===== src/rtl/lsu_hword_master.sv =====
// Load/store unit that turns byte, half-word and word CPU accesses into one or
// two cycles on a 16-bit half-word RAM port, with sign/zero extension of loads.
module lsu_hword_master #(
  parameter int ADDR_WIDTH = 16
) (
  input  logic                  clk,
  input  logic                  rst,
  input  logic                  req_valid,
  output logic                  req_ready,
  input  logic [ADDR_WIDTH-1:0] req_addr,
  input  logic                  req_write,
  input  logic [1:0]            req_size,
  input  logic                  req_unsigned,
  input  logic [31:0]           req_wdata,
  output logic                  resp_valid,
  output logic [31:0]           resp_rdata,
  output logic                  resp_error,
  output logic [ADDR_WIDTH-1:0] mem_addr,
  output logic [15:0]           mem_wdata,
  output logic [1:0]            mem_wenable,
  input  logic [15:0]           mem_rdata
);

  typedef enum logic [1:0] {IDLE, LO, HI, RESP} state_t;

  state_t                state;
  state_t                state_nxt;
  logic [ADDR_WIDTH-1:0] addr_q;
  logic                  write_q;
  logic [1:0]            size_q;
  logic                  uns_q;
  logic [31:0]           wdata_q;
  logic [31:0]           result_q;
  logic                  err_q;
  logic                  accept;

  function automatic logic misaligned(input logic [1:0] size, input logic [1:0] lsb);
    case (size)
      2'b00:   return 1'b0;
      2'b01:   return lsb[0];
      2'b10:   return lsb != 2'b00;
      default: return 1'b1;
    endcase
  endfunction

  function automatic logic [31:0] extend(input logic [31:0] raw, input logic [1:0] size,
                                         input logic uns);
    case (size)
      2'b00:   return {{24{raw[7] & ~uns}}, raw[7:0]};
      2'b01:   return {{16{raw[15] & ~uns}}, raw[15:0]};
      default: return raw;
    endcase
  endfunction

  assign accept = (state == IDLE) && req_valid;

  always_ff @(posedge clk) begin
    if (rst) begin
      state    <= IDLE;
      addr_q   <= '0;
      write_q  <= 1'b0;
      size_q   <= 2'b00;
      uns_q    <= 1'b0;
      wdata_q  <= '0;
      result_q <= '0;
      err_q    <= 1'b0;
    end else begin
      state <= state_nxt;
      if (accept) begin
        addr_q   <= req_addr;
        write_q  <= req_write;
        size_q   <= req_size;
        uns_q    <= req_unsigned;
        wdata_q  <= req_wdata;
        err_q    <= misaligned(req_size, req_addr[1:0]);
        result_q <= '0;
      end
      // Low half is captured leaving LO, high half leaving HI.
      if (state == LO) result_q[15:0]  <= mem_rdata;
      if (state == HI) result_q[31:16] <= mem_rdata;
    end
  end

  always_comb begin
    state_nxt   = state;
    req_ready   = 1'b0;
    resp_valid  = 1'b0;
    mem_addr    = '0;
    mem_wdata   = '0;
    mem_wenable = 2'b00;
    case (state)
      IDLE: begin
        req_ready = 1'b1;
        if (req_valid) state_nxt = misaligned(req_size, req_addr[1:0]) ? RESP : LO;
      end
      LO: begin
        mem_addr  = addr_q;
        mem_wdata = wdata_q[15:0];
        if (write_q) mem_wenable = (size_q == 2'b00) ? 2'b01 : 2'b11;
        state_nxt = (size_q == 2'b10) ? HI : RESP;
      end
      HI: begin
        mem_addr  = addr_q + ADDR_WIDTH'(2);
        mem_wdata = wdata_q[31:16];
        if (write_q) mem_wenable = 2'b11;
        state_nxt = RESP;
      end
      RESP: begin
        resp_valid = 1'b1;
        state_nxt  = IDLE;
      end
      default: state_nxt = IDLE;
    endcase
    // A store cut short by reset must not write at the reset edge.
    if (rst) mem_wenable = 2'b00;
  end

  assign resp_error = err_q;
  assign resp_rdata = (write_q || err_q) ? 32'h0 : extend(result_q, size_q, uns_q);

endmodule


===== config.mk =====
export PLATFORM = sky130hd
export DESIGN_NAME = lsu_hword_master
export DESIGN_NICKNAME = d
export VERILOG_FILES = /design/src/rtl/lsu_hword_master.sv
export SDC_FILE = /design/constraint.sdc
export NUM_CORES = 1
export LEC_CHECK = 0
export CAP_MARGIN = 20
export CELL_PAD_IN_SITES_DETAIL_PLACEMENT = 0
export CELL_PAD_IN_SITES_GLOBAL_PLACEMENT = 1
export CORE_MARGIN = 1
export CORE_UTILIZATION = 34
export DETAILED_ROUTE_END_ITERATION = 16
export GPL_TIMING_DRIVEN = 1
export PLACE_DENSITY_LB_ADDON = 0.05
export SYNTH_ARGS = -nofsm -noshare
export SYNTH_HDL_FRONTEND = slang
export SYNTH_SLANG_ARGS = --single-unit

===== constraint.sdc =====
create_clock -name clk -period 3.4 [get_ports clk]
set_input_delay 0.34 -clock clk [delete_from_list [all_inputs] [get_ports clk]]
set_output_delay 0.34 -clock clk [all_outputs]
set_load 0.005 [all_outputs]

==> results list, run 1 <==
* Result of the run: finished clean
* Clock slew seen by the registers of the worst setup and hold paths: 0.06 ns
* Critical path, cell by cell: inv_1 > ha_2 > o21ai_0 > nor3b_1 > o31a_1 > clkdlybuf4s50_1
* CTS tree: done
- The core region is 12000 µm².
- Counting instances, the worst hold path has a depth of 2.
- The number of antenna violations at the first check in global routing is 0.
- During synthesis, Yosys emitted a total of 0 warnings.
- On the final layout, the worst hold slack is 0.455 ns.
* Area of the mapped netlist: 4180 µm²
- Fraction of the yosys area taken by sequential cells: 41.7%
* Highest cell delay on the worst timing path: 0.64 ns
* DR iter-0 viols: 278
* Cell at the root of the clock tree: sky130_fd_sc_hd__clkbuf_16
- Die area: 12700 µm²
- Total via count after detailed routing: 4296
- The worst setup path is captured at an output pin.
- Fraction of layout cells with a size suffix above 1: 5.47%
- Along the worst path, the maximum fanout reaches 40.
- The internal portion of the total power is 2400 µW.
- Initial cell density of the core: 34.8%
- In the global route stage, overall resource usage came out at 20.4%.
* Fraction of power consumed by sequential logic: 34.6%
- Ranking of synthesized cells by instance count: 143 x sky130_fd_sc_hd__nand2_1, 118 x sky130_fd_sc_hd__a21oi_1, 87 x sky130_fd_sc_hd__dfxtp_1
* Post-synth EDFFs: 0
* Number of cells on the worst reg-to-reg path: 6
- Number of antenna diodes: 0
* Final max-slew violation count: 0
- After synthesis, the share of flip-flops with an asynchronous set or reset is 0%.
* Global route total overflow: 0
- Pin count of the biggest net entering global routing: 88
- Deepest clock path buffer count: 2
- Number of hold violations in the final report: 0
- Post-placement cell count: 826
* Power dissipated by switching net loads: 1490 µW
* Max transition margin: 35.1%
- DRC Markers: 0
- Worst Setup Slack, final: 0.440 ns
- In this run, the clock network consumes 24.0% of the power.
- After the flow finishes, the layout carries non-filler instances totaling 842.
* Proportion of total power due to net switching: 38.3%
- Source of the worst hold timing path: wdata_q[0]
- Of the post-synthesis cell area, the dominant cell type holds 41.7%.
* Clock insertion delay at the later pin of the skew report: 0.34 ns
* Synthesis-to-layout area growth: 41.6%
- Worst-margin pin slew: 0.974 ns
* Die width: 113 µm
* Flops & latches, synth: 87
- Worst Hold Endpoint: wdata_q[0]
- Core Rows: 40
* Routed via count divided by cell count: 5.10
* Post-layout net count: 766
- Number of instances in the synthesized netlist: 579
- With fillers left out, the area of the finished cells amounts to 5920 µm².
* Worst Path Class, Setup: reg2out
- CP Launch Type: flip-flop
- In this run the critical register-to-register path is captured at wdata_q[14].
- Area after DPL: 5640 µm²
* Unrepaired setup endpoints after global routing: no
- For this block, the routed nets add up to 12900 µm of wire.
* Number of hold buffers added after CTS: 0
- When the netlist entered floorplanning its net count stood at 655.
* Cell taking the most area after synthesis: sky130_fd_sc_hd__dfxtp_1
* First-pass GRT wire length: 20400 µm
- For the worst setup path, the data required time is 3.06 ns.
- First-pass DRT Iterations: 4
- Per report_power, the combinational group accounts for 41.4% of the total.
- IR analysis of the VDD net gives a maximum drop of 0.292 mV.
* Placed wire-length estimate after detailed placement: 8590 µm
- At the worst endpoint, the arrival time is 2.62 ns.
- Pre-CTS worst setup slack: 0.816 ns
- Mean area per synthesized cell: 7.22 µm²
- Max capacitance violation total: 0
- In this run the power density over the cells is 658 nW/µm².
* Clk sinks: 87
- The slowest stage of the critical path belongs to the cell sky130_fd_sc_hd__ha_2.
- The analysis attributes to cell leakage a power of 0.00201 µW.
* Kind of path behind the tightest hold check: reg2reg
- Between clock sinks in the finished design, the worst skew comes to 0.00593 ns.
- Of the available clock period, the critical path in the final layout requires 87.1%.
* Number of placed I/O pins: 140
- The most common cell in the synthesized netlist is sky130_fd_sc_hd__nand2_1.
- After routing, the total negative slack on setup checks comes to 0 ns.
- Setup violations remaining at the end of the flow were counted as 0.
- Reg-to-reg slack, setup: 1.37 ns
* Synth top area cells: sky130_fd_sc_hd__dfxtp_1 42%, sky130_fd_sc_hd__a21oi_1 14%, sky130_fd_sc_hd__nand2_1 13%
- Derived from the worst setup path, the maximum achievable clock frequency is 338 MHz.
* Number of buffers inserted during clock tree synthesis: 9
- Maximum level of the CTS H-tree: 3
* Input/output buffers: 139
* Count of distinct cell types in the synthesized netlist: 44
- Minimum period implied by the final worst setup slack: 2.96 ns
- Quantity of gates resized following cts: 0
* Wire per inst: 15.3 µm
- Start of the worst register-to-register path: state[1]
- Routability-driven placement finished with a final weighted congestion of 0.777.
* Number of global-route vias before repair: 4097
- The die is 113 µm tall.
- Post-CTS Setup Bufs: 0
* Residual antenna-violating net count after detailed routing: 0
* Predominant post-synthesis flop cell: sky130_fd_sc_hd__dfxtp_1
cell type report:
cell class              count  area, µm²
clock buffers              13        260
clock inverters             3       17.5
well taps                 147        184
fillers                  1226       6090
repair buffers            151       1480
multi-input cells         420       2160
inverters                  21       78.8
flip-flops and latches     87       1740
kinds of logic (layout without fill, tap and decap cells):
| kind of cell | after synthesis | after routing | synth area share, % |
|---|---|---|---|
| DFF | 87 | 87 | 41.7 |
| buffers and inverters | 72 | 188 | 6.89 |
| muxes | 2 | 2 | 0.509 |
| AOI/OAI and AO/OA | 174 | 174 | 23.3 |
| adders and majority gates | 5 | 5 | 1.50 |
| and+or+nand+nor | 239 | 239 | 26.2 |
state kept, by name, indices dropped and copies added, names as in the netlist:
name        flops
state           2
result_q       32
wdata_q        32
size_q          2
addr_q         16
resp_error      1
uns_q           1
write_q         1
critical path, delay by kind of cell (launching register included):
family	cells	cell delay, ns
adder cells (fa/ha/maj)	1	0.64
AO/OA/AOI/OAI	2	0.39
buffers and inverters	2	0.59
flip-flops	1	0.35
AND/OR/NAND/NOR	1	0.29
routing by layer:
| metal | global-route usage [%] | routed length [µm] | vias to the layer above |
|---|---|---|---|
| met1 | 26.6 | 6120 | 1989 |
| met3 | 6.48 | 794 | 10 |
| met4 | 6.49 | 171 | 0 |
| met5 | 0 | 0 | - |
| li1 | - | - | 2194 |
| met2 | 32.0 | 5830 | 103 |
worst max path at each step:
stage              start        endpoint  slack [ns]
2_1_floorplan   state[0]  mem_wenable[1]        1.47
3_3_place_gp   size_q[0]  resp_rdata[25]        0.84
3_5_place_dp    state[0]    mem_addr[12]        0.82
4_1_cts         state[0]  mem_wenable[1]        0.43
5_1_grt         state[0]  mem_wenable[1]        0.18
6_report        state[0]  mem_wenable[1]        0.44
placed cells by master (no fill, tap or decap), types with 3 or more instances in the layout:
master	n
sky130_fd_sc_hd__ha_1	3
sky130_fd_sc_hd__nand3_1	25
sky130_fd_sc_hd__a21boi_0	3
sky130_fd_sc_hd__nand4_1	3
sky130_fd_sc_hd__a21oi_1	118
sky130_fd_sc_hd__or3_1	16
sky130_fd_sc_hd__and3_1	3
sky130_fd_sc_hd__a22oi_1	17
sky130_fd_sc_hd__buf_4	12
sky130_fd_sc_hd__and2_1	8
sky130_fd_sc_hd__nand4b_1	3
sky130_fd_sc_hd__nor2_1	21
sky130_fd_sc_hd__a211oi_1	3
sky130_fd_sc_hd__a311oi_1	3
sky130_fd_sc_hd__clkdlybuf4s50_1	138
sky130_fd_sc_hd__and4_1	3
sky130_fd_sc_hd__o21ai_0	18
sky130_fd_sc_hd__a41oi_1	4
sky130_fd_sc_hd__clkbuf_16	9
sky130_fd_sc_hd__dfxtp_1	87
sky130_fd_sc_hd__inv_1	19
sky130_fd_sc_hd__nand2_1	142
sky130_fd_sc_hd__nand3b_1	3
stage by stage:
stage | power, µW | util (%)
detailed placement | 2990 | 46.9
CTS | 3930 | 49.3
global route | 4170 | 49.3
finish | 3890 | 49.3
floorplan | 2270 | -
global placement | 2970 | 46.9
power by group through the flow:
stage | combinational (µW) | sequential [µW] | clock (µW)
3_5_place_dp | 1620 | 1370 | 0
3_3_place_gp | 1610 | 1360 | 0
4_1_cts | 1630 | 1350 | 960
6_report | 1610 | 1350 | 933
5_1_grt | 1780 | 1370 | 1010
2_1_floorplan | 955 | 1320 | 0
No activity file was read; power rests on OpenSTA's default activity.
==> inputs of run 2 (changes only) <==
--- a/config.mk
+++ b/config.mk
@@ -9,9 +9,9 @@
 export CELL_PAD_IN_SITES_DETAIL_PLACEMENT = 0
 export CELL_PAD_IN_SITES_GLOBAL_PLACEMENT = 1
 export CORE_MARGIN = 1
-export CORE_UTILIZATION = 34
+export CORE_UTILIZATION = 32
 export DETAILED_ROUTE_END_ITERATION = 16
-export GPL_TIMING_DRIVEN = 1
+export GPL_ROUTABILITY_DRIVEN = 0
 export PLACE_DENSITY_LB_ADDON = 0.05
 export SYNTH_ARGS = -nofsm -noshare
 export SYNTH_HDL_FRONTEND = slang
==> constraint.sdc (replaced) <==
create_clock -name clk -period 3.3 [get_ports clk]
set_input_delay 0.33 -clock clk [delete_from_list [all_inputs] [get_ports clk]]
set_output_delay 0.33 -clock clk [all_outputs]
set_load 0.005 [all_outputs]
==> run 2 against run 1 <==
  * Cell count is 3.1% higher
  * Core utilization is 2.3 points lower
  * Cell area is 0.51% higher
  * Die area is 6.1% higher
  * Clock skew is 0.0024 ns lower
  * Combinational power is 3% higher
  * Total power is 2.6% higher
  * Clock power is 1% higher
  * Via count is 0.33% higher
  * Routed wire length is 1.5% higher
  * Critical endpoint unchanged
  * Largest power group unchanged
==> results list, run 2 (synthesis results as in run 1) <==
* Deepest clock path buffer count: 2 (unchanged)
* Die height: 116 µm (was 113 µm)
- Number of hold violations in the final report: 0 (unchanged)
- Number of antenna diodes: 0 (unchanged)
* Start of the worst register-to-register path: state[1] (unchanged)
* Minimum period implied by the final worst setup slack: 2.86 ns
- Worst clock skew on the final layout: 0.00352 ns (was 0.00593 ns)
- The required time of the critical path came to 2.97 ns (was 3.06 ns).
* Registers with the highest flip-flop counts: result_q x32, wdata_q x32, addr_q x16 (unchanged)
* Total wirelength of the detailed-routed design: 13100 µm (was 12900 µm)
- Quantity of gates resized following cts: 0 (unchanged)
- Number of placed I/O pins: 140 (unchanged)
- Worst hold slack: 0.454 ns (was 0.455 ns)
- The final setup violation count came to 0 (unchanged).
* Post-layout net count: 767 (was 766)
* Core area: 12700 µm² (was 12000 µm²)
- DR iter-0 viols: 233 (was 278)
- The combinational share of power was 41.7% (was 41.4%).
* Initial cell density of the core: 33.0% (was 34.8%)
- Maximum frequency from static timing analysis: 350 MHz
* Max transition margin: 36.2% (was 35.1%)
* Core Rows: 41 (was 40)
- The final worst slack is 0.441 ns (was 0.440 ns).
* Result of the run: finished clean (unchanged)
* Max capacitance violation total: 0 (unchanged)
- Ratio of final minimum period to clock period: 86.6%
* Maximum level of the CTS H-tree: 3 (unchanged)
- Clock slew seen by the registers of the worst setup and hold paths: 0.06 ns (about the same)
- Pre-CTS worst setup slack: 0.834 ns (was 0.816 ns)
* Synthesis-to-layout area growth: 42.3% (was 41.6%)
- The quantity of I/O buffers inserted on ports is 139 (unchanged).
* Placed wire-length estimate after detailed placement: 8840 µm (was 8590 µm)
* CP Max Fanout: 29 (was 40)
- The count of TritonRoute iterations in the first routing pass is 4 (unchanged).
- The category of the worst setup path capture point is an output pin (unchanged).
- The leading cell type in the layout, fill and taps excluded is sky130_fd_sc_hd__nand2_1 (unchanged).
- Die area: 13500 µm² (was 12700 µm²)
* Number of buffers inserted during clock tree synthesis: 9 (unchanged)
- Commonest cells after routing, fill and taps aside: 142 x sky130_fd_sc_hd__nand2_1, 138 x sky130_fd_sc_hd__clkdlybuf4s50_1, 118 x sky130_fd_sc_hd__a21oi_1 (unchanged).
- The residual antenna-violating net count after detailed routing was 0 (unchanged).
* Worst Path Class, Setup: reg2out (unchanged)
- The net switching fraction of the power was 38.4% (was 38.3%).
- The total negative setup slack was 0 ns (unchanged).
- Clock insertion delay at the later pin of the skew report: 0.34 ns (about the same)
* CP Launch Type: flip-flop (unchanged)
- The clock sink count was 87 (unchanged).
- Unrepaired setup endpoints after global routing: no (unchanged)
- The first-pass GRT wire length was 20300 µm (was 20400 µm).
* Fraction of power consumed by sequential logic: 34.7% (was 34.6%)
- The TritonCTS clock tree is done (unchanged).
* Kind of path behind the tightest hold check: reg2reg (unchanged)
* Routed via count divided by cell count: 4.97 (was 5.10)
* Internal power component: 2460 µW (was 2400 µW)
- Die width: 116 µm (was 113 µm)
- The maximum resistive drop on vdd came to 0.267 mV (was 0.292 mV).
- Number of hold buffers added after CTS: 0 (unchanged)
- Power dissipated by switching net loads: 1540 µW (was 1490 µW)
- Pin count of the biggest net entering global routing: 88 (unchanged)
- The hold path startpoint is wdata_q[11] (was wdata_q[0]).
* Clock network fraction of design power: 23.6% (was 24.0%)
* Signal arrival time at the worst endpoint: 2.53 ns (was 2.62 ns)
- The via count of the first global-routing pass was 4020 (was 4097).
- The power density of the placed cells came to 672 nW/µm² (was 658 nW/µm²).
- Antenna violations before repair: 1 (was 0)
* Reported leakage power: 0.00202 µW (was 0.00201 µW)
- The detailed-route via count came to 4310 (was 4296).
- The launching instance or port of the critical path is state[0] (unchanged).
- The post-CTS setup buffer count was 0 (unchanged).
* DRC Markers: 0 (unchanged)
- Wire per inst: 15.1 µm (was 15.3 µm)
- Final max-slew violation count: 0 (unchanged)
- The overall routing resource usage is 19.6% (was 20.4%).
- The clock root buffer is sky130_fd_sc_hd__clkbuf_16 (unchanged).
- Fraction of layout cells with a size suffix above 1: 5.46% (was 5.47%)
* Global route total overflow: 0 (unchanged)
- Worst-margin pin slew: 0.958 ns (was 0.974 ns)
## run 2: power by group through the flow
| stage | registers (µW) | clock network (µW) | logic (µW) |
|---|---|---|---|
| after floorplan | 1360 | 0 | 984 |
| after global placement | 1400 | 0 | 1670 |
| after detailed placement | 1410 | 0 | 1690 |
| after CTS | 1390 | 972 | 1690 |
| after global routing | 1420 | 1030 | 1850 |
| final | 1390 | 944 | 1660 |
## run 2: worst paths after layout
check	to	slack (ns)	depth (start not counted)
max	mem_wenable[1]	0.44	6
min	wdata_q[11]	0.45	2
max reg2reg	wdata_q[18]	1.24	6
min reg2reg	wdata_q[11]	0.45	2
## run 2: final cells by class
cell class                      count  area [µm²]
Fill cell                        1333        6720
Multi-Input combinational cell    420        2160
Sequential cell                    87        1740
Timing Repair Buffer              152        1480
Clock buffer                       13         250
Tap cell                          172         215
Inverter                           21        78.8
Clock inverter                      3        18.8
## run 2: critical path, cell delays in order (launching register included)
cell	delay, ns
sky130_fd_sc_hd__dfxtp_1	0.35
sky130_fd_sc_hd__inv_1	0.09
sky130_fd_sc_hd__ha_2	0.50
sky130_fd_sc_hd__o21ai_0	0.20
sky130_fd_sc_hd__nor3b_1	0.32
sky130_fd_sc_hd__o31a_1	0.22
sky130_fd_sc_hd__clkdlybuf4s50_1	0.52
## run 2: per-layer routing
layer	share of wire (%)	track usage, %	vias to the layer above
met5	0.13	0	-
li1	-	-	2207
met4	1.1	5.98	2
met1	48	26.1	1973
met3	7.1	5.81	14
met2	44	30.3	114
## run 2: metrics by stage
stage / instance area (µm²) / util (%) / power, µW / instances
floorplan: 4180 / - / 2340 / 579
global placement: 5680 / 44.8 / 3060 / 852
detailed placement: 5680 / 44.8 / 3100 / 852
CTS: 5950 / 46.9 / 4050 / 868
global route: 5950 / 46.9 / 4290 / 868
finish: 5950 / 46.9 / 4000 / 868
==> inputs of run 3 (changes only) <==
==> constraint.sdc (replaced) <==
create_clock -name clk -period 3.3 [get_ports clk]
set_input_delay 0.33 -clock clk [delete_from_list [all_inputs] [get_ports clk]]
set_output_delay 0.33 -clock clk [all_outputs]
set_load 0.1 [all_outputs]
==> run 3 against run 2 <==
  * Cell count stayed put
  * Combinational power increased by 66%
  * Via count is 0.14% higher
  * Total power rose by 29%
  * Largest power group unchanged
  * Clock power rose by 8%
==> results list, run 3 (synthesis results as in run 1) <==
* Core area: 12700 µm² (unchanged)
* Core utilization of the finished layout: 47.1% (was 46.9%)
* Pin count of the biggest net entering global routing: 88 (unchanged)
* Kind of path behind the tightest hold check: reg2reg (unchanged)
- The first-iteration detailed-routing DRC count came to 266 (was 233).
- The post-CTS setup buffer count was 0 (unchanged).
- Quantity of gates resized following cts: 0 (unchanged)
- Number of buffers inserted during clock tree synthesis: 9 (unchanged)
- The TritonCTS clock tree was done (unchanged).
- The final design area excluding fillers was 5960 µm² (was 5950 µm²).
- Result of the run: finished clean (unchanged)
- The final routed wirelength across all metal layers came to 13000 µm (was 13100 µm).
- Worst Path Class, Setup: reg2out (unchanged)
- The worst hold slack is 0.454 ns (about the same).
* Number of cells on the worst reg-to-reg path: 6 (unchanged)
- The clock root buffer was sky130_fd_sc_hd__clkbuf_16 (unchanged).
- The category of the worst setup path capture point is an output pin (unchanged).
* Final max-slew violation count: 0 (unchanged)
- Global route total overflow: 0 (unchanged)
- Initial cell density of the core: 33.0% (unchanged)
- The non-filler instance count after layout came to 868 (unchanged).
- Ratio of final minimum period to clock period: 82.5% (was 86.6%)
- The clock sink count was 87 (unchanged).
* Number of hold violations in the final report: 0 (unchanged)
- The fill cell total of the finished layout is 1311 (was 1333).
* CP Launch Type: flip-flop (unchanged)
- Max transition margin: 33.2% (was 36.2%)
- The instance count along the most critical hold path came to 2 (unchanged).
- CP top delay family: adder cells (was buffers and inverters)
- Minimum period implied by the final worst setup slack: 2.72 ns (was 2.86 ns)
- The area growth from synthesis to layout is 42.7% (was 42.3%).
- The residual antenna-violating net count after detailed routing came to 0 (unchanged).
* First-pass DRT Iterations: 4 (unchanged)
- The internal reg-to-reg setup slack came to 1.28 ns (was 1.24 ns).
- The detailed placement HPWL came to 8730 µm (was 8840 µm).
- The ratio of cells with drive above 1 in the final layout came to 15.8% (was 5.46%).
- Maximum frequency from static timing analysis: 368 MHz (was 350 MHz)
- Most common cell after layout, fill and taps aside: sky130_fd_sc_hd__nand2_1 (unchanged)
- Deepest clock path buffer count: 2 (unchanged)
* Required time of the worst setup path: 2.97 ns (about the same)
- Number of buffers and inverters on the critical path: 2 (unchanged)
- Input/output buffers: 139 (unchanged)
* Antenna violations before repair: 0 (was 1)
- Die height: 116 µm (unchanged)
- The power density of the placed cells came to 867 nW/µm² (was 672 nW/µm²).
- The slowest cell on the critical path is sky130_fd_sc_hd__ha_2 (was sky130_fd_sc_hd__clkdlybuf4s50_1).
- The arrival time at the worst endpoint came to 2.39 ns (was 2.53 ns).
- Maximum level of the CTS H-tree: 3 (unchanged)
- CP Max Fanout: 33 (was 29)
- The number of hold buffers added after CTS was 0 (unchanged).
- DRC Markers: 0 (unchanged)
- First-pass GRT wire length: 20200 µm (was 20300 µm)
- The total number of nets in the final design came to 766 (was 767).
- The total of max-cap violations was 0 (unchanged).
- Registers with the highest flip-flop counts: result_q x32, wdata_q x32, addr_q x16 (unchanged)
- The final setup violation count was 0 (unchanged).
- Area after DPL: 5670 µm² (was 5680 µm²)
- The clock skew is 0.00842 ns (was 0.00352 ns).
* Die area: 13500 µm² (unchanged)
* Max rail drop VDD: 0.347 mV (was 0.267 mV)
* Highest cell delay on the worst timing path: 0.57 ns (was 0.52 ns)
- The post-detailed-route wirelength per cell is 15.0 µm (was 15.1 µm).
* Die width: 116 µm (unchanged)
- Commonest cells after routing, fill and taps aside: 142 x sky130_fd_sc_hd__nand2_1, 118 x sky130_fd_sc_hd__a21oi_1, 87 x sky130_fd_sc_hd__dfxtp_1 (was 142 x sky130_fd_sc_hd__nand2_1, 138 x sky130_fd_sc_hd__clkdlybuf4s50_1, 118 x sky130_fd_sc_hd__a21oi_1)
- The clock-pin slew reported for the worst setup and hold paths after clock tree synthesis is 0.06 ns (about the same).
- Start of the worst register-to-register path: state[0] (was state[1])
- Reported leakage power: 0.00218 µW (was 0.00202 µW)
* Total Routing Usage GR: 19.3% (was 19.6%)
* Routed via count divided by cell count: 4.97 (about the same)
* Worst Hold Endpoint: wdata_q[23] (was wdata_q[11])
- The worst-margin pin slew was 0.999 ns (was 0.958 ns).
* Start point of the critical path: state[0] (unchanged)
- Clock insertion delay at the later pin of the skew report: 0.34 ns (about the same)
- The worst flop-to-flop path endpoint is wdata_q[21] (was wdata_q[18]).
- Number of global-route vias before repair: 3931 (was 4020)
- Critical path, cell by cell: inv_1 > ha_2 > o21ai_0 > nor3b_2 > o31a_1 > buf_12 (was inv_1 > ha_2 > o21ai_0 > nor3b_1 > o31a_1 > clkdlybuf4s50_1)
- Post-placement cell count: 851 (was 852)
- Unrepaired setup endpoints after global routing: no (unchanged).
- Source of the worst hold timing path: wdata_q[23] (was wdata_q[11])
* Total via count after detailed routing: 4316 (was 4310)
* Core Rows: 41 (unchanged)
* Number of placed I/O pins: 140 (unchanged)
-- run 3: cell count changes in the layout (fill, tap and decap cells not counted), sizes merged --
cell	previous run	this run
clkinvlp	0	1
clkdlybuf4s50	138	70
buf	14	81
bufinv	0	1
diode	0	1
clkinv	4	2
-- run 3: through the flow --
stage | setup slack, ns | power (µW) | setup TNS [ns]
finish | 0.579 | 5170 | 0
global route | 0.375 | 5460 | 0
CTS | 0.557 | 5230 | 0
detailed placement | 0.939 | 4200 | 0
global placement | 1.01 | 4170 | 0
floorplan | -0.421 | 3460 | -1.23
-- run 3: layout make-up --
cell class              count  area, µm²  share of cell area (%)
clock inverters             3       42.5                   0.713
diodes                      1       2.50                  0.0420
multi-input cells         420       2190                    36.7
clock buffers              13        250                    4.20
repair buffers            151       1440                    24.2
well taps                 172        215                    3.61
flip-flops and latches     87       1740                    29.2
inverters                  21       78.8                    1.32
-- run 3: how the worst max path moves through the flow --
stage | endpoint | slack [ns] | cells after the start
after floorplan | mem_addr[10] | -0.42 | 6
after global placement | mem_wenable[1] | 1.01 | 6
after detailed placement | mem_wenable[1] | 0.94 | 6
after CTS | mem_wenable[1] | 0.56 | 6
after global routing | mem_wenable[1] | 0.37 | 6
final | mem_wenable[1] | 0.58 | 6
-- run 3: worst register-to-register path, delay by kind of cell, from the launching register on --
kind | cells | cell delay (ns)
fa+ha+maj | 1 | 0.29
flops | 1 | 0.41
simple gates | 2 | 0.61
compound gates | 1 | 0.14
buf+inv | 2 | 0.50
-- run 3: per-layer routing --
layer / part of all wire [%] / GRT usage [%]
met1: 46 / 24.9
met4: 1.4 / 7.86
met2: 46 / 30.5
met3: 6.8 / 5.03
met5: 0 / 0
-- run 3: power breakdown --
| part | internal (µW) | switching [µW] |
|---|---|---|
| registers | 1250 | 144 |
| clock network | 607 | 411 |
| logic | 667 | 2090 |
| total | 2520 | 2650 |
